**config.mk**
```make
export PLATFORM = sky130hd
export DESIGN_NAME = atm_transaction_ctrl
export DESIGN_NICKNAME = d
export VERILOG_FILES = /design/src/rtl/atm_transaction_ctrl.sv
export SDC_FILE = /design/constraint.sdc
export NUM_CORES = 1
export LEC_CHECK = 0
export BUFFER_PORTS_ARGS = -buffer_cell sky130_fd_sc_hd__buf_4
export CORE_MARGIN = 5
export CORE_UTILIZATION = 35
export CTS_CLUSTER_SIZE = 12
export DETAILED_ROUTE_END_ITERATION = 10
export PLACE_DENSITY = 0.55
export SYNTH_ARGS = -nofsm -noshare
export SYNTH_HDL_FRONTEND = slang
export SYNTH_SLANG_ARGS = --single-unit
```
**constraint.sdc**
```tcl
create_clock -name clk_i -period 3 [get_ports clk_i]
set_input_delay 0 -clock clk_i [delete_from_list [all_inputs] [get_ports clk_i]]
set_output_delay 0 -clock clk_i [all_outputs]
set_load 0.005 [all_outputs]
```
**src/rtl/atm_transaction_ctrl.sv**
```systemverilog
// ATM transaction controller: authenticates a card session against the card database,
// executes inquiry/withdraw/deposit on a working balance and strobes commits back.
module atm_transaction_ctrl #(
  parameter int unsigned BalanceWidth  = 20,
  parameter int unsigned MaxAttempts   = 3,
  parameter int unsigned TimeoutCycles = 1000
) (
  input  logic                    clk_i,
  input  logic                    rst_ni,
  input  logic                    card_in_i,
  input  logic                    psw_enter_i,
  input  logic                    op_go_i,
  input  logic [1:0]              op_sel_i,
  input  logic [BalanceWidth-1:0] amount_i,
  input  logic [BalanceWidth-1:0] balance_i,
  input  logic                    wrong_psw_i,
  output logic                    op_done_o,
  output logic [BalanceWidth-1:0] updated_balance_o,
  output logic [BalanceWidth-1:0] disp_balance_o,
  output logic                    err_psw_o,
  output logic                    err_insufficient_o,
  output logic                    err_overflow_o,
  output logic                    eject_o,
  output logic                    card_retained_o,
  output logic                    busy_o
);

  localparam int unsigned AttW = $clog2(MaxAttempts + 1);
  localparam int unsigned TmoW = $clog2(TimeoutCycles + 1);

  localparam logic [1:0] OpInquiry  = 2'b00;
  localparam logic [1:0] OpWithdraw = 2'b01;
  localparam logic [1:0] OpDeposit  = 2'b10;
  localparam logic [1:0] OpExit     = 2'b11;

  typedef enum logic [2:0] {
    StIdle,
    StAuth,
    StCheck,
    StMenu,
    StCommit,
    StEject,
    StLocked
  } state_e;

  state_e                  state_q, state_d;
  logic [BalanceWidth-1:0] work_bal_q, work_bal_d;
  logic [BalanceWidth-1:0] disp_q, disp_d;
  logic [AttW-1:0]         attempts_q, attempts_d;
  logic [TmoW-1:0]         tmo_q, tmo_d;
  logic                    err_psw_q, err_psw_d;
  logic                    err_insuf_q, err_insuf_d;
  logic                    err_ovf_q, err_ovf_d;
  logic                    eject_q, eject_d;

  logic [BalanceWidth:0]   dep_sum;
  logic [AttW-1:0]         attempts_inc;
  logic                    tmo_expired;

  assign dep_sum      = {1'b0, work_bal_q} + {1'b0, amount_i};
  assign attempts_inc = attempts_q + AttW'(1);
  assign tmo_expired  = (tmo_q == TmoW'(TimeoutCycles - 1));

  always_comb begin
    state_d     = state_q;
    work_bal_d  = work_bal_q;
    disp_d      = disp_q;
    attempts_d  = attempts_q;
    tmo_d       = '0;
    err_psw_d   = 1'b0;
    err_insuf_d = 1'b0;
    err_ovf_d   = 1'b0;

    unique case (state_q)
      StIdle: begin
        attempts_d = '0;
        if (card_in_i) state_d = StAuth;
      end
      StAuth: begin
        // Priority: card removal, then timeout, then the password strobe.
        if (!card_in_i) begin
          state_d = StIdle;
        end else if (tmo_expired) begin
          state_d = StEject;
        end else if (psw_enter_i) begin
          state_d = StCheck;
        end else begin
          tmo_d = tmo_q + TmoW'(1);
        end
      end
      StCheck: begin
        if (!card_in_i) begin
          state_d = StIdle;
        end else if (!wrong_psw_i) begin
          work_bal_d = balance_i;
          disp_d     = balance_i;
          state_d    = StMenu;
        end else begin
          err_psw_d  = 1'b1;
          attempts_d = attempts_inc;
          state_d    = (attempts_inc == AttW'(MaxAttempts)) ? StLocked : StAuth;
        end
      end
      StMenu: begin
        if (!card_in_i) begin
          state_d = StIdle;
        end else if (tmo_expired) begin
          state_d = StEject;
        end else if (op_go_i) begin
          unique case (op_sel_i)
            OpInquiry: disp_d = work_bal_q;
            OpWithdraw: begin
              if (amount_i == '0 || amount_i > work_bal_q) begin
                err_insuf_d = 1'b1;
              end else begin
                work_bal_d = work_bal_q - amount_i;
                state_d    = StCommit;
              end
            end
            OpDeposit: begin
              if (amount_i == '0 || dep_sum[BalanceWidth]) begin
                err_ovf_d = 1'b1;
              end else begin
                work_bal_d = dep_sum[BalanceWidth-1:0];
                state_d    = StCommit;
              end
            end
            OpExit: state_d = StEject;
            default: state_d = StMenu;
          endcase
        end else begin
          tmo_d = tmo_q + TmoW'(1);
        end
      end
      StCommit: begin
        // The commit strobe fires even if the card is pulled during this cycle.
        disp_d  = work_bal_q;
        state_d = card_in_i ? StMenu : StIdle;
      end
      StEject: begin
        if (!card_in_i) state_d = StIdle;
      end
      StLocked: begin
        if (!card_in_i) state_d = StIdle;
      end
      default: state_d = StIdle;
    endcase

    eject_d = (state_d == StEject) && (state_q != StEject);
  end

  always_ff @(posedge clk_i or negedge rst_ni) begin
    if (!rst_ni) begin
      state_q     <= StIdle;
      work_bal_q  <= '0;
      disp_q      <= '0;
      attempts_q  <= '0;
      tmo_q       <= '0;
      err_psw_q   <= 1'b0;
      err_insuf_q <= 1'b0;
      err_ovf_q   <= 1'b0;
      eject_q     <= 1'b0;
    end else begin
      state_q     <= state_d;
      work_bal_q  <= work_bal_d;
      disp_q      <= disp_d;
      attempts_q  <= attempts_d;
      tmo_q       <= tmo_d;
      err_psw_q   <= err_psw_d;
      err_insuf_q <= err_insuf_d;
      err_ovf_q   <= err_ovf_d;
      eject_q     <= eject_d;
    end
  end

  assign op_done_o          = (state_q == StCommit);
  assign updated_balance_o  = work_bal_q;
  assign disp_balance_o     = disp_q;
  assign err_psw_o          = err_psw_q;
  assign err_insufficient_o = err_insuf_q;
  assign err_overflow_o     = err_ovf_q;
  assign eject_o            = eject_q;
  assign card_retained_o    = (state_q == StLocked);
  assign busy_o             = (state_q != StIdle);

endmodule

```
# Word-level counts from Yosys, hierarchy flattened
# Index checks and enable logic that the tools add are counted.
# Widths: inputs -> output; s select.
word_totals:
  register_bits: 59
  latchBits: 0
  ramBits: 0
  romBits: 0
  input_bits: 48
  out_inout_bits: 47
  word_cells: 106
  mem_count: 0
classes:
  n_addsub: 4
  n_mul: 0
  n_div: 0
  magnitude_cmp: 1
  eq_ne: 23
  n_shift: 0
  muxes: 55
  bitwise_logic: 0
  n_reduce_logical: 14
ops:
  columns: ["cell", "count"]
  rows:
  - ["$mux 20", 11]
  - ["$pmux 20 s2", 2]
  - ["$mux 10", 6]
  - ["$pmux 20 s3", 1]
  - ["$mux 3", 13]
  - ["$add 20x20->21", 1]
  - ["$gt 20x20->1", 1]
  - ["$logic_not 20->1", 1]
  - ["$pmux 10 s2", 1]
  - ["$sub 20x20->20", 1]
  - ["$pmux 3 s6", 1]
  - ["$mux 1", 15]
  - ["$eq 3x3->1 const B", 4]
  - ["$ne 2x2->1 const B", 6]
  - ["$add 10x1->10 const B", 1]
  - ["$eq 10x10->1 const B", 1]
  - ["$ne 3x3->1 const B", 3]
  - ["$pmux 3 s3", 1]
  - ["$reduce_and 9->1", 1]
  - ["$reduce_and 7->1", 1]
  - ["$eq 2x2->1 const B", 3]
  - ["$eq 3x2->1 const B", 2]
  - ["$mux 2", 3]
  - ["$reduce_bool 3->1", 2]
  - ["other kinds (13)", 15]

# Logic depth before layout (Yosys ltp)
# Gate-level depths: netlist of run 1.
logic_depth:
  word_depth: 10
  ltp_mapped: 14
  mapped_depth_nobuf: 12

# Least setup slack after synthesis of run 1
# OpenSTA, ideal clock, no wires.
synth_timing:
  path_type: "register to register"
  startpoint: "register work_bal_q[0] (netlist: updated_balance_o[0])"
  endpoint: "register work_bal_q[2] (netlist: updated_balance_o[2])"
  t_arrival_ps: 2591
  required_ps: 2875
  slack_ps: 284
  stages_incl_launch_ff: 13
  n_path_buf: 1
  synth_period_minus_slack_ps: 2716
  path_cell_list: "dfrtp_1 inv_1 ha_1 fa_1 and2b_1 o2111ai_2 a31oi_1 o211ai_1 a21oi_2 o2bb2ai_1 o21a_1 buf_6 mux2_2"
synth_between:
  elab_chain_len: 7
  word_cells_on_any_way: 15
  cone_classes: "add/sub (2); order compare (1); eq/ne (2); mux (7); reduce/logical (3)"
synth_lines:
  columns: ["element", "line_no", "text"]
  rows:
  - ["from (decl)", "47", "logic [BalanceWidth-1:0] work_bal_q, work_bal_d;"]
  - ["from (signal assigned)", "165", "work_bal_q <= work_bal_d;"]
  - ["$add 20x20->21 / $sub 20x20->20 (equally long branches)", "60, 116", null]
  - ["$mux 20, on equally long branches", "121, 113", null]
  - ["$pmux 20 s2", "110", "unique case (op_sel_i)"]
  - ["$mux 20", "109", "end else if (op_go_i) begin"]
  - ["$mux 20", "107", "end else if (tmo_expired) begin"]
  - ["$mux 20", "105", "if (!card_in_i) begin"]
  - ["$pmux 20 s2", "74", "unique case (state_q)"]
# Parallel ways exist; a longest one is shown, timed or not. The select of a mux whose other input is x is not followed.
# A chain may end at the register's enable or synchronous reset.

# Final worst setup path of run 1
layout_timing:
  startpoint: "register work_bal_q[0] (netlist: updated_balance_o[0])"
  endpoint: "register eject_q (netlist: eject_o)"
layout_between:
  elab_chain_len: 10
  word_cells_on_any_way: 13
  cone_classes: "add/sub (1); order compare (1); eq/ne (1); mux (7); reduce/logical (3)"
layout_lines:
  columns: ["element", "line_no", "text"]
  rows:
  - ["$add 20x20->21 / $gt 20x20->1 (equally long branches)", "60, 113", null]
  - ["$logic_or 1x1->1, on equally long branches", "121, 113", null]
  - ["$mux 3, on equally long branches", "121, 113", null]
  - ["$pmux 3 s3 *", "110", null]
  - ["$mux 3 *", "109", null]
  - ["$mux 3 *", "107", null]
  - ["$mux 3 *", "105", null]
  - ["$pmux 3 s6 *", "74", null]
  - ["$eq 3x3->1 *", "149", "eject_d = (state_d == StEject) && (state_q != StEject);"]
  - ["$logic_and 1x1->1 *", "149", null]
  - ["named net eject_d", "54", "logic eject_q, eject_d;"]
  - ["to (signal assigned)", "172", "eject_q <= eject_d;"]
  - ["to (decl)", "54", null]
# Mark *: on every way through the listed nets, which the timed path passes. The rest lies on a longest branch.

==> results of run 1 <==
==> area by class of cell <==
cell class	instances	area (µm²)	area share (%)
Tap cell	180	225.2	3.381
Clock inverter	2	60.06	0.9016
Multi-Input combinational cell	471	3248	48.76
Clock buffer	13	250.2	3.757
Inverter	49	183.9	2.761
Timing Repair Buffer	151	1216	18.26
Sequential cell	59	1478	22.18
==> metal layers <==
metal	global-route usage (%)	vias up
met1	25.08	2386
met3	4.052	27
li1	-	2443
met5	0	-
met2	31.79	159
met4	6.601	0
==> per-stage QoR <==
step           utilization (%)  hold slack (ns)  setup TNS, ns  cells
6_report                 47.62          0.02397              0    925
5_1_grt                  47.62          0.02359      -0.001804    925
4_1_cts                  46.74         0.002700              0    921
3_5_place_dp             43.24           0.1330       -0.01212    888
3_3_place_gp             43.24           0.1273              0    888
2_1_floorplan                -          -0.2956              0    608
==> kinds of logic (layout without fill, tap and decap cells) <==
group / count (synthesis) / count (layout)
flip-flops: 59 / 59
AO/OA/AOI/OAI: 160 / 160
XOR/XNOR: 28 / 28
multiplexers: 28 / 28
AND/OR/NAND/NOR: 211 / 211
buffers and inverters: 78 / 215
adder cells (fa/ha/maj): 44 / 44
==> report_power, final <==
group          leakage, nW  internal (mW)  switching, mW  total, mW
logic                 2.30           1.63           1.88       3.51
registers            0.731           1.08          0.283       1.36
clock network        0.150          0.744          0.327       1.07
total                 3.18           3.45           2.49       5.94
==> layout by cell type (no fill, tap or decap), types with 3 or more instances in the layout <==
cell,n
clkbuf_16,10
mux2i_1,22
o221ai_1,3
ha_1,39
nand2_1,48
inv_1,49
o21ai_1,3
or3_1,3
xnor2_1,20
ha_2,3
nor2_1,73
nor4_1,11
o22ai_1,6
mux2_2,6
nand3_1,12
a211oi_1,5
nand2b_1,4
nor2b_1,9
o2111ai_1,3
dfrtp_1,58
buf_4,130
xor2_1,8
dlygate4sd3_1,18
a21oi_1,59
and2b_2,3
nand4_1,6
o31ai_1,5
a31oi_1,9
nor3_1,18
o21a_1,4
and3_1,9
o211ai_1,10
clkbuf_1,3
o21ai_0,19
==> state kept, by name (all words and copies together), names as in the netlist <==
| signal | flops |
|---|---|
| err_overflow_o | 1 |
| updated_balance_o | 20 |
| err_psw_o | 1 |
| disp_balance_o | 20 |
| err_insufficient_o | 1 |
| attempts_q | 2 |
| tmo_q | 10 |
| eject_o | 1 |
| state_q | 3 |
==> critical path: stages, from the launching register on <==
cell,delay (ns)
dfrtp_1,0.40
ha_1,0.23
fa_1,0.40
and2b_2,0.24
o211ai_4,0.22
a311oi_4,0.14
nand2_1,0.14
a31oi_4,0.11
nor3_1,0.33
nand4_1,0.17
a31o_2,0.29
nor2b_1,0.13
==> final timing paths <==
path	start	to	slack, ns	cells past startpoint
worst max-delay path	updated_balance_o[0]$_DFFE_PN0P_	eject_o$_DFF_PN0_	0.11	11
worst min-delay path	balance_i[19]	updated_balance_o[19]$_DFFE_PN0P_	0.02	3
worst max register to register	updated_balance_o[0]$_DFFE_PN0P_	eject_o$_DFF_PN0_	0.11	11
worst min register to register	tmo_q[0]$_DFF_PN0_	tmo_q[0]$_DFF_PN0_	0.48	1
max in group asynchronous	rst_ni	updated_balance_o[1]$_DFFE_PN0P_	2.13	2
min in group asynchronous	rst_ni	tmo_q[6]$_DFF_PN0_	0.30	2
==> synthesized netlist by cell type (4+ instances only) <==
cell	n	area, µm²
o21a_1	5	37.54
inv_1	49	183.9
and3_1	9	56.30
xnor2_1	20	175.2
buf_2	5	25.02
nand2b_1	4	25.02
nor3_1	18	90.09
a31oi_1	11	68.82
dfrtp_1	59	1476
nor2b_1	9	56.30
a21oi_1	59	295.3
mux2_2	6	67.56
o31ai_1	7	52.55
clkbuf_1	13	48.80
nor4_1	11	68.82
ha_1	42	525.5
mux2i_1	22	220.2
xor2_1	8	70.07
nor2_1	75	281.5
o211ai_1	10	75.07
nand4_1	6	37.54
nand3_1	12	60.06
nand2_1	48	180.2
o22ai_1	6	37.54
o21ai_0	20	100.1
a211oi_1	5	37.54
==> what timing repair did <==
action / 4_1_cts / 5_1_grt
cloned: 0 / 1
endpoints found under the hold margin: 79 / 0
hold buffers: 18 / 0
setup buffers: 0 / 3
pin swaps: 1 / 6
endpoints found under the setup margin: 6 / 16
gates resized for setup: 0 / 18
==> reports/metrics.cfg, run 1 <==
[synthesis]
ys_types=70
avgSynthCellArea_um2=8.262
synthXorXnorAreaFrac_pct=4.882
synth_top_family_by_area=compound AO/OA/AOI/OAI gates
yosysWarnings=0
yosys.area_share.adder_pct=11.26
ys.flop_type=dfrtp_1
synth_fp_nets=700
synth-compound-area-share_pct=21.34
synth-edff-count=0
syn_inst=608
ys_async_sr_fraction_pct=100.0
synth-seq-cells=59
yosys.area_share.simple_pct=20.02
seq_area_frac_synth_pct=29.39
muxShareOfSynthArea_pct=5.729
netlist_area_um2=5024

[setup_path]
cp.required_ns=3.24
crit_fanout=4
end_kind=flip-flop
start_kind=flip-flop
path_class=flip-flop to flip-flop
cp.arrival_ns=3.13

[grt]
grt_max_degree=60
grt_pass1_wl_mm=25.39
grt_usage_pct=19.24
grt_pass1_vias=4848
gr-total-overflow=0
antenna_found_initial=0

[detailed_routing]
dr_wl_met2_mm=7.935
routedWlPerCell_um=17.79
route.detailed.drc=0
route.met3.wl_um=885
vias_per_cell=5.422
vias=5015
drt_pass1_iterations=5
highest_layer=met4
wl_met1_mm=7.226
routed_wl_mm=16.46
ant_nets=0
drt_iter0_markers=514

[finish]
antenna_cells=0
fillers=1385
area_delta_synth_final_pct=32.60
fin_area_um2=6661
nets=833
layout-drive-gt1-share_pct=24.70

[floorplan]
io_pins=95
rows=43
start_util_pct=35.91
die_w_um=129.8
dieArea_um2=16850
die_h_um=129.8
fp.coreArea_um2=13990

[timing]
slew_headroom_pct=44.48
setup_ws_ns=0.1149
setup_violations=0
finalCritPeriodShare_pct=96.17
slew_violations=0
tightest_slew_ns=0.8308
hold_viol_final=0
fmax_mhz=346.6
min_period_ns=2.885
fin_skew_ns=0.003694

[clock_network]
clock_sinks=59
clk_pin_slew_ns=0.05
root_buffer=clkbuf_16
clk_path_buf_depth=2
cts_buffers=9
cts_max_level=3
tritoncts=yes
clock_latency_ns=0.32

[placed_design]
post_dp_cell_area_um2=6048
place_ws_ns=-0.01212
dp_hpwl_mm=12.89
io_buffers=94
gp_congestion=0.9127

[power]
power_mw=5.940
power_density_nw_per_um2=891.7
cellLeakagePower_nw=3.177
peakVddDrop_v=0.0004821

[outcome]
status=finished clean

[min_path]
hold_class=input port to flip-flop

[run]
drv_cap=0

No activity file was read; power rests on OpenSTA's default activity.
==> inputs of run 2 (changes only) <==
--- a/config.mk
+++ b/config.mk
@@ -10,6 +10,7 @@
 export CORE_UTILIZATION = 35
 export CTS_CLUSTER_SIZE = 12
 export DETAILED_ROUTE_END_ITERATION = 10
+export MAX_ROUTING_LAYER = met4
 export PLACE_DENSITY = 0.55
 export SYNTH_ARGS = -nofsm -noshare
 export SYNTH_HDL_FRONTEND = slang
==> run 2 against run 1 <==
Compared with the run above: die area unchanged; core utilization grew 0.47 points; setup slack improved by 0.023 ns; critical endpoint is now updated_balance_o[12]$_DFFE_PN0P_.
==> reports/metrics.cfg, run 2 (synthesis gave the netlist of run 1 again) <==
[grt]
grt_pass1_wl_mm=26.91  ; +6.0%
antenna_found_initial=0  ; unchanged
grt-busiest-layer=met2
use_met3_pct=3.316  ; -0.74 points
gr-total-overflow=0  ; unchanged
grtUsageMet1_pct=26.24  ; +1.2 points
grt_pass1_vias=5092  ; +5.0%
grt_usage_pct=20.92  ; +1.7 points
use_met2_pct=34.67  ; +2.9 points
grt_max_degree=60  ; unchanged

[timing]
setup_ws_ns=0.1376  ; +0.02275 ns
tightest_slew_ns=0.8403  ; +0.009498 ns
slew_headroom_pct=43.84  ; -0.63 points
slew_violations=0  ; unchanged
finalCritPeriodShare_pct=95.41  ; -0.76 points
rsz0062_at_grt=true
fmax_mhz=349.4  ; +0.79%
hold_viol_final=0  ; unchanged
min_period_ns=2.862  ; -0.02275 ns
setup_violations=0  ; unchanged
fin_skew_ns=0.005286  ; +0.001592 ns

[finish]
layout-drive-gt1-share_pct=26.20  ; +1.5 points
antenna_cells=0  ; unchanged
layout_common_cells=buf_4, nor2_1, a21oi_1, dfrtp_1
multi_input_area_um2=3286  ; +1.2%
fillers=1365  ; -1.4%
seq_area_um2=1478  ; unchanged
final_common_cell=buf_4
area_delta_synth_final_pct=33.92
nets=835  ; +0.24%
final_core_util_pct=48.09  ; +0.47 points

[clock_network]
clock_sinks=59  ; unchanged
clk_path_buf_depth=2  ; unchanged
cts_max_level=3  ; unchanged
tritoncts=yes
root_buffer=clkbuf_16
clk_pin_slew_ns=0.05  ; about the same
clock_latency_ns=0.33  ; about the same
cts_buffers=9  ; unchanged

[power]
power_mw=5.929  ; -0.18%
peakVddDrop_v=0.0004697  ; -2.6%
cellLeakagePower_nw=3.199  ; +0.69%
power_density_nw_per_um2=881.3  ; -1.2%

[placed_design]
gp_congestion=0.9173  ; +0.50%
place_ws_ns=-0.03130  ; -0.01917 ns
io_buffers=94  ; unchanged
dp_hpwl_mm=13.10  ; +1.6%

[setup_path]
worstRegToRegCells=13  ; +2
path_class=flip-flop to flip-flop
cp.arrival_ns=3.08  ; -0.05 ns
start_kind=flip-flop
cp.required_ns=3.22  ; -0.02 ns
end_kind=flip-flop
reg2reg_slack_ns=0.14  ; +0.02 ns
crit_fanout=6  ; +2
cp-startpoint=updated_balance_o[0]$_DFFE_PN0P_
rr_startpoint=updated_balance_o[0]$_DFFE_PN0P_
r2r_end=updated_balance_o[12]$_DFFE_PN0P_
cp-endpoint=updated_balance_o[12]$_DFFE_PN0P_

[floorplan]
dieArea_um2=16850  ; unchanged
io_pins=95  ; unchanged
die_h_um=129.8  ; unchanged
fp.coreArea_um2=13990  ; unchanged
rows=43  ; unchanged
die_w_um=129.8  ; unchanged
start_util_pct=35.91  ; unchanged

[outcome]
status=finished clean

[run]
drv_cap=0  ; unchanged

[detailed_routing]
drt_iter0_markers=431  ; -16%
vias_per_cell=5.464  ; +0.79%
ant_nets=0  ; unchanged
vias=5071  ; +1.1%
routed_wl_mm=16.78  ; +2.0%
route.detailed.drc=0  ; unchanged
routedWlPerCell_um=18.08  ; +1.6%
drt_pass1_iterations=5  ; unchanged

[min_path]
hold_class=input port to flip-flop

-- run 2: cell type report --
cell class	instances	share of cell area, %
clock buffers	11	3.608
clock inverters	5	0.7811
inverters	49	2.734
multi-input cells	471	48.84
flip-flops and latches	59	21.96
well taps	180	3.348
repair buffers	153	18.73
-- run 2: power breakdown --
part | internal (mW) | total [mW] | switching (mW)
clock network | 0.660 | 1.02 | 0.358
registers | 1.08 | 1.36 | 0.288
logic | 1.65 | 3.55 | 1.90
-- run 2: repair_timing --
action	CTS	global route
resized for setup	1	23
hold buffers	18	0
hold endpoints to repair	81	0
setup buffers	2	3
pin swaps	2	9
setup endpoints to repair	8	22
gates cloned	2	0
-- run 2: through the flow --
stage	cell area, µm²	setup TNS, ns	std cells	hold WS [ns]
after floorplan	5024	0	608	-0.2956
after global placement	6041	0	887	0.1274
after detailed placement	6041	-0.1479	887	0.1283
after CTS	6603	0	925	0.008755
after global routing	6728	-0.04235	928	0.03370
final	6728	0	928	0.01830
-- run 2: worst min path at each step --
stage / from / endpoint / slack [ns] / cells after the start
3_3_place_gp: rst_ni / tmo_q[8]$_DFF_PN0_ / 0.13 / 1
6_report: balance_i[12] / disp_balance_o[12]$_DFFE_PN0P_ / 0.02 / 3
4_1_cts: balance_i[12] / disp_balance_o[12]$_DFFE_PN0P_ / 0.009 / 3
3_5_place_dp: rst_ni / tmo_q[8]$_DFF_PN0_ / 0.13 / 1
2_1_floorplan: rst_ni / attempts_q[0]$_DFFE_PN0P_ / -0.30 / 0
5_1_grt: balance_i[9] / disp_balance_o[9]$_DFFE_PN0P_ / 0.03 / 3
-- run 2: worst max-delay path, stage by stage (launching register included) --
cell and delay, ns:
dfrtp_1 0.41, inv_2 0.06, ha_2 0.18, fa_2 0.34
and2b_2 0.26, o2111ai_4 0.15, a31oi_4 0.20, o211ai_1 0.12
a21oi_2 0.20, o2bb2ai_2 0.14, o21a_2 0.21, bufbuf_16 0.28
o211ai_1 0.08, o21a_1 0.14
-- run 2: metal layers --
layer  part of all wire, %  vias up
li1                      -     2429
met1                    44     2444
met2                    49      172
met3                   4.6       26
met4                   2.8        0
met5                     0        -
==> inputs of run 3 (changes only) <==
--- a/config.mk
+++ b/config.mk
@@ -12,6 +12,7 @@
 export DETAILED_ROUTE_END_ITERATION = 10
 export MAX_ROUTING_LAYER = met4
 export PLACE_DENSITY = 0.55
+export SLEW_MARGIN = 20
 export SYNTH_ARGS = -nofsm -noshare
 export SYNTH_HDL_FRONTEND = slang
 export SYNTH_SLANG_ARGS = --single-unit
==> constraint.sdc (replaced) <==
create_clock -name clk_i -period 3 [get_ports clk_i]
set_input_delay 0.3 -clock clk_i [delete_from_list [all_inputs] [get_ports clk_i]]
set_output_delay 0.3 -clock clk_i [all_outputs]
set_load 0.005 [all_outputs]
==> run 3 against run 2 <==
Compared with the run above: critical endpoint is now eject_o$_DFF_PN0_; setup slack improved by 0.00071 ns; largest power group unchanged; critical path type unchanged; hold slack improved by 0.031 ns; sequential share of layout area increased by 0.90 points; clock-buffer cell count increased by 4; sequential power about the same.
==> reports/metrics.cfg, run 3 (synthesis gave the netlist of run 1 again) <==
[detailed_routing]
ant_nets=0  ; unchanged
routedWlPerCell_um=18.01  ; -0.39%
route.detailed.drc=0  ; unchanged
drt_iter0_markers=426  ; -1.2%
vias_per_cell=5.414  ; -0.93%
routed_wl_mm=16.41  ; -2.2%
drt_pass1_iterations=5  ; unchanged
vias=4932  ; -2.7%

[timing]
min_period_ns=2.862  ; -0.0007090 ns
setup_violations=0  ; unchanged
fin_skew_ns=0.004605  ; -0.0006817 ns
slew_violations=0  ; unchanged
fmax_mhz=349.4  ; about the same
slew_headroom_pct=48.85  ; +5.0 points
hold_viol_final=0  ; unchanged
finalSetupTns_ns=0  ; unchanged
rsz0062_at_grt=false
tightest_slew_ns=0.7653  ; -0.07499 ns
finalCritPeriodShare_pct=95.39  ; about the same

[placed_design]
gp_congestion=0.9161  ; -0.13%
dp_hpwl_mm=13.06  ; -0.26%
io_buffers=94  ; unchanged

[floorplan]
die_w_um=129.8  ; unchanged
dieArea_um2=16850  ; unchanged
io_pins=95  ; unchanged
die_h_um=129.8  ; unchanged
fp.coreArea_um2=13990  ; unchanged
rows=43  ; unchanged
start_util_pct=35.91  ; unchanged

[setup_path]
slowest_stage=dfrtp_1
path_class=flip-flop to flip-flop
cp_cell_sequence=ha_1, fa_1, and2b_2, o211ai_4, a311oi_4, nand2_2, a31oi_4, nor3_1, nand4_1, a31o_2, nor2b_1
cp.arrival_ns=3.11  ; +0.03 ns
worstRegToRegCells=11  ; -2
end_kind=flip-flop
cp.required_ns=3.25  ; +0.03 ns
slowest_delay_ns=0.40  ; about the same
crit_fanout=4  ; -2
start_kind=flip-flop

[grt]
grt_max_degree=60  ; unchanged
antenna_found_initial=0  ; unchanged
gr-total-overflow=0  ; unchanged
grt_pass1_wl_mm=25.60  ; -4.9%
grt_usage_pct=20.03  ; -0.89 points
grt_pass1_vias=4789  ; -6.0%

[clock_network]
tritoncts=yes
cts_buffers=9  ; unchanged
clock_latency_ns=0.32  ; about the same
clock_sinks=59  ; unchanged
cts_max_level=3  ; unchanged
clk_pin_slew_ns=0.05  ; about the same
root_buffer=clkbuf_16
clk_path_buf_depth=2  ; unchanged

[finish]
antenna_cells=0  ; unchanged
fillers=1396  ; +2.3%
layout-drive-gt1-share_pct=25.17  ; -1.0 points
final_common_cell=buf_4
layout_common_cells=buf_4, nor2_1, a21oi_1, dfrtp_1, inv_1
nets=818  ; -2.0%
area_delta_synth_final_pct=28.67

[power]
cellLeakagePower_nw=3.114  ; -2.7%
peakVddDrop_v=0.0003766  ; -20%
power_density_nw_per_um2=911.5  ; +3.4%
power_mw=5.892  ; -0.63%

[min_path]
hold_class=input port to asynchronous set/reset pin

[run]
drv_cap=0  ; unchanged

[outcome]
status=finished clean

-- run 3: what timing repair did --
item                                    4_1_cts  5_1_grt
hold buffers                                  0        0
buffers inserted                              0        2
endpoints found under the setup margin        0       18
gates resized for setup                       0        9
-- run 3: final timing paths --
| check | end | slack, ns | start |
|---|---|---|---|
| hold reg to reg | tmo_q[0]$_DFF_PN0_ | 0.49 | tmo_q[0]$_DFF_PN0_ |
| setup reg to reg | eject_o$_DFF_PN0_ | 0.14 | updated_balance_o[0]$_DFFE_PN0P_ |
| max in group asynchronous | updated_balance_o[2]$_DFFE_PN0P_ | 2.39 | rst_ni |
| hold / removal | disp_balance_o[18]$_DFFE_PN0P_ | 0.05 | rst_ni |
| min in group clk_i | state_q[2]$_DFF_PN0_ | 0.23 | card_in_i |
| setup / recovery | eject_o$_DFF_PN0_ | 0.14 | updated_balance_o[0]$_DFFE_PN0P_ |
-- run 3: per-layer routing --
metal  part of all wire [%]  wire [µm]  global-route usage, %  up-vias
li1                       -          -                      -     2399
met1                     44       7228                  25.62     2344
met2                     48       7848                  31.88      157
met3                    4.8        791                  3.438       32
met4                    3.3        539                  7.518        0
met5                      0          0                      -        -
-- run 3: worst max-delay path, delay by kind of cell, from the launching register on --
family          cells  cell delay (ns)
compound gates      4             0.77
fa+ha+maj           2             0.61
flops               1             0.40
simple gates        5             1.02
-- run 3: power breakdown --
| group | internal (mW) | switching, mW | leakage, nW | total [mW] |
|---|---|---|---|---|
| clock | 0.710 | 0.326 | 0.150 | 1.04 |
| combinational | 1.62 | 1.87 | 2.23 | 3.48 |
| sequential | 1.08 | 0.294 | 0.730 | 1.37 |
-- run 3: layout make-up --
class	instances	area [µm²]	area share (%)
Sequential cell	59	1478	22.86
Timing Repair Buffer	136	1051	16.26
Clock buffer	15	277.8	4.297
Clock inverter	1	30.03	0.4646
Multi-Input combinational cell	471	3218	49.79
Tap cell	180	225.2	3.484
Inverter	49	183.9	2.846
-- run 3: per-stage QoR --
stage               instances  hold WS [ns]  util, %  area (µm²)  setup slack [ns]
floorplan                 608      0.004409        -        5024            0.2842
global placement          892        0.4201    43.45        6078           0.05180
detailed placement        892        0.4239    43.45        6078           0.05132
CTS                       908       0.07330    45.65        6386           0.04676
global route              911        0.1126    46.21        6464           0.02032
finish                    911       0.04888    46.21        6464            0.1383
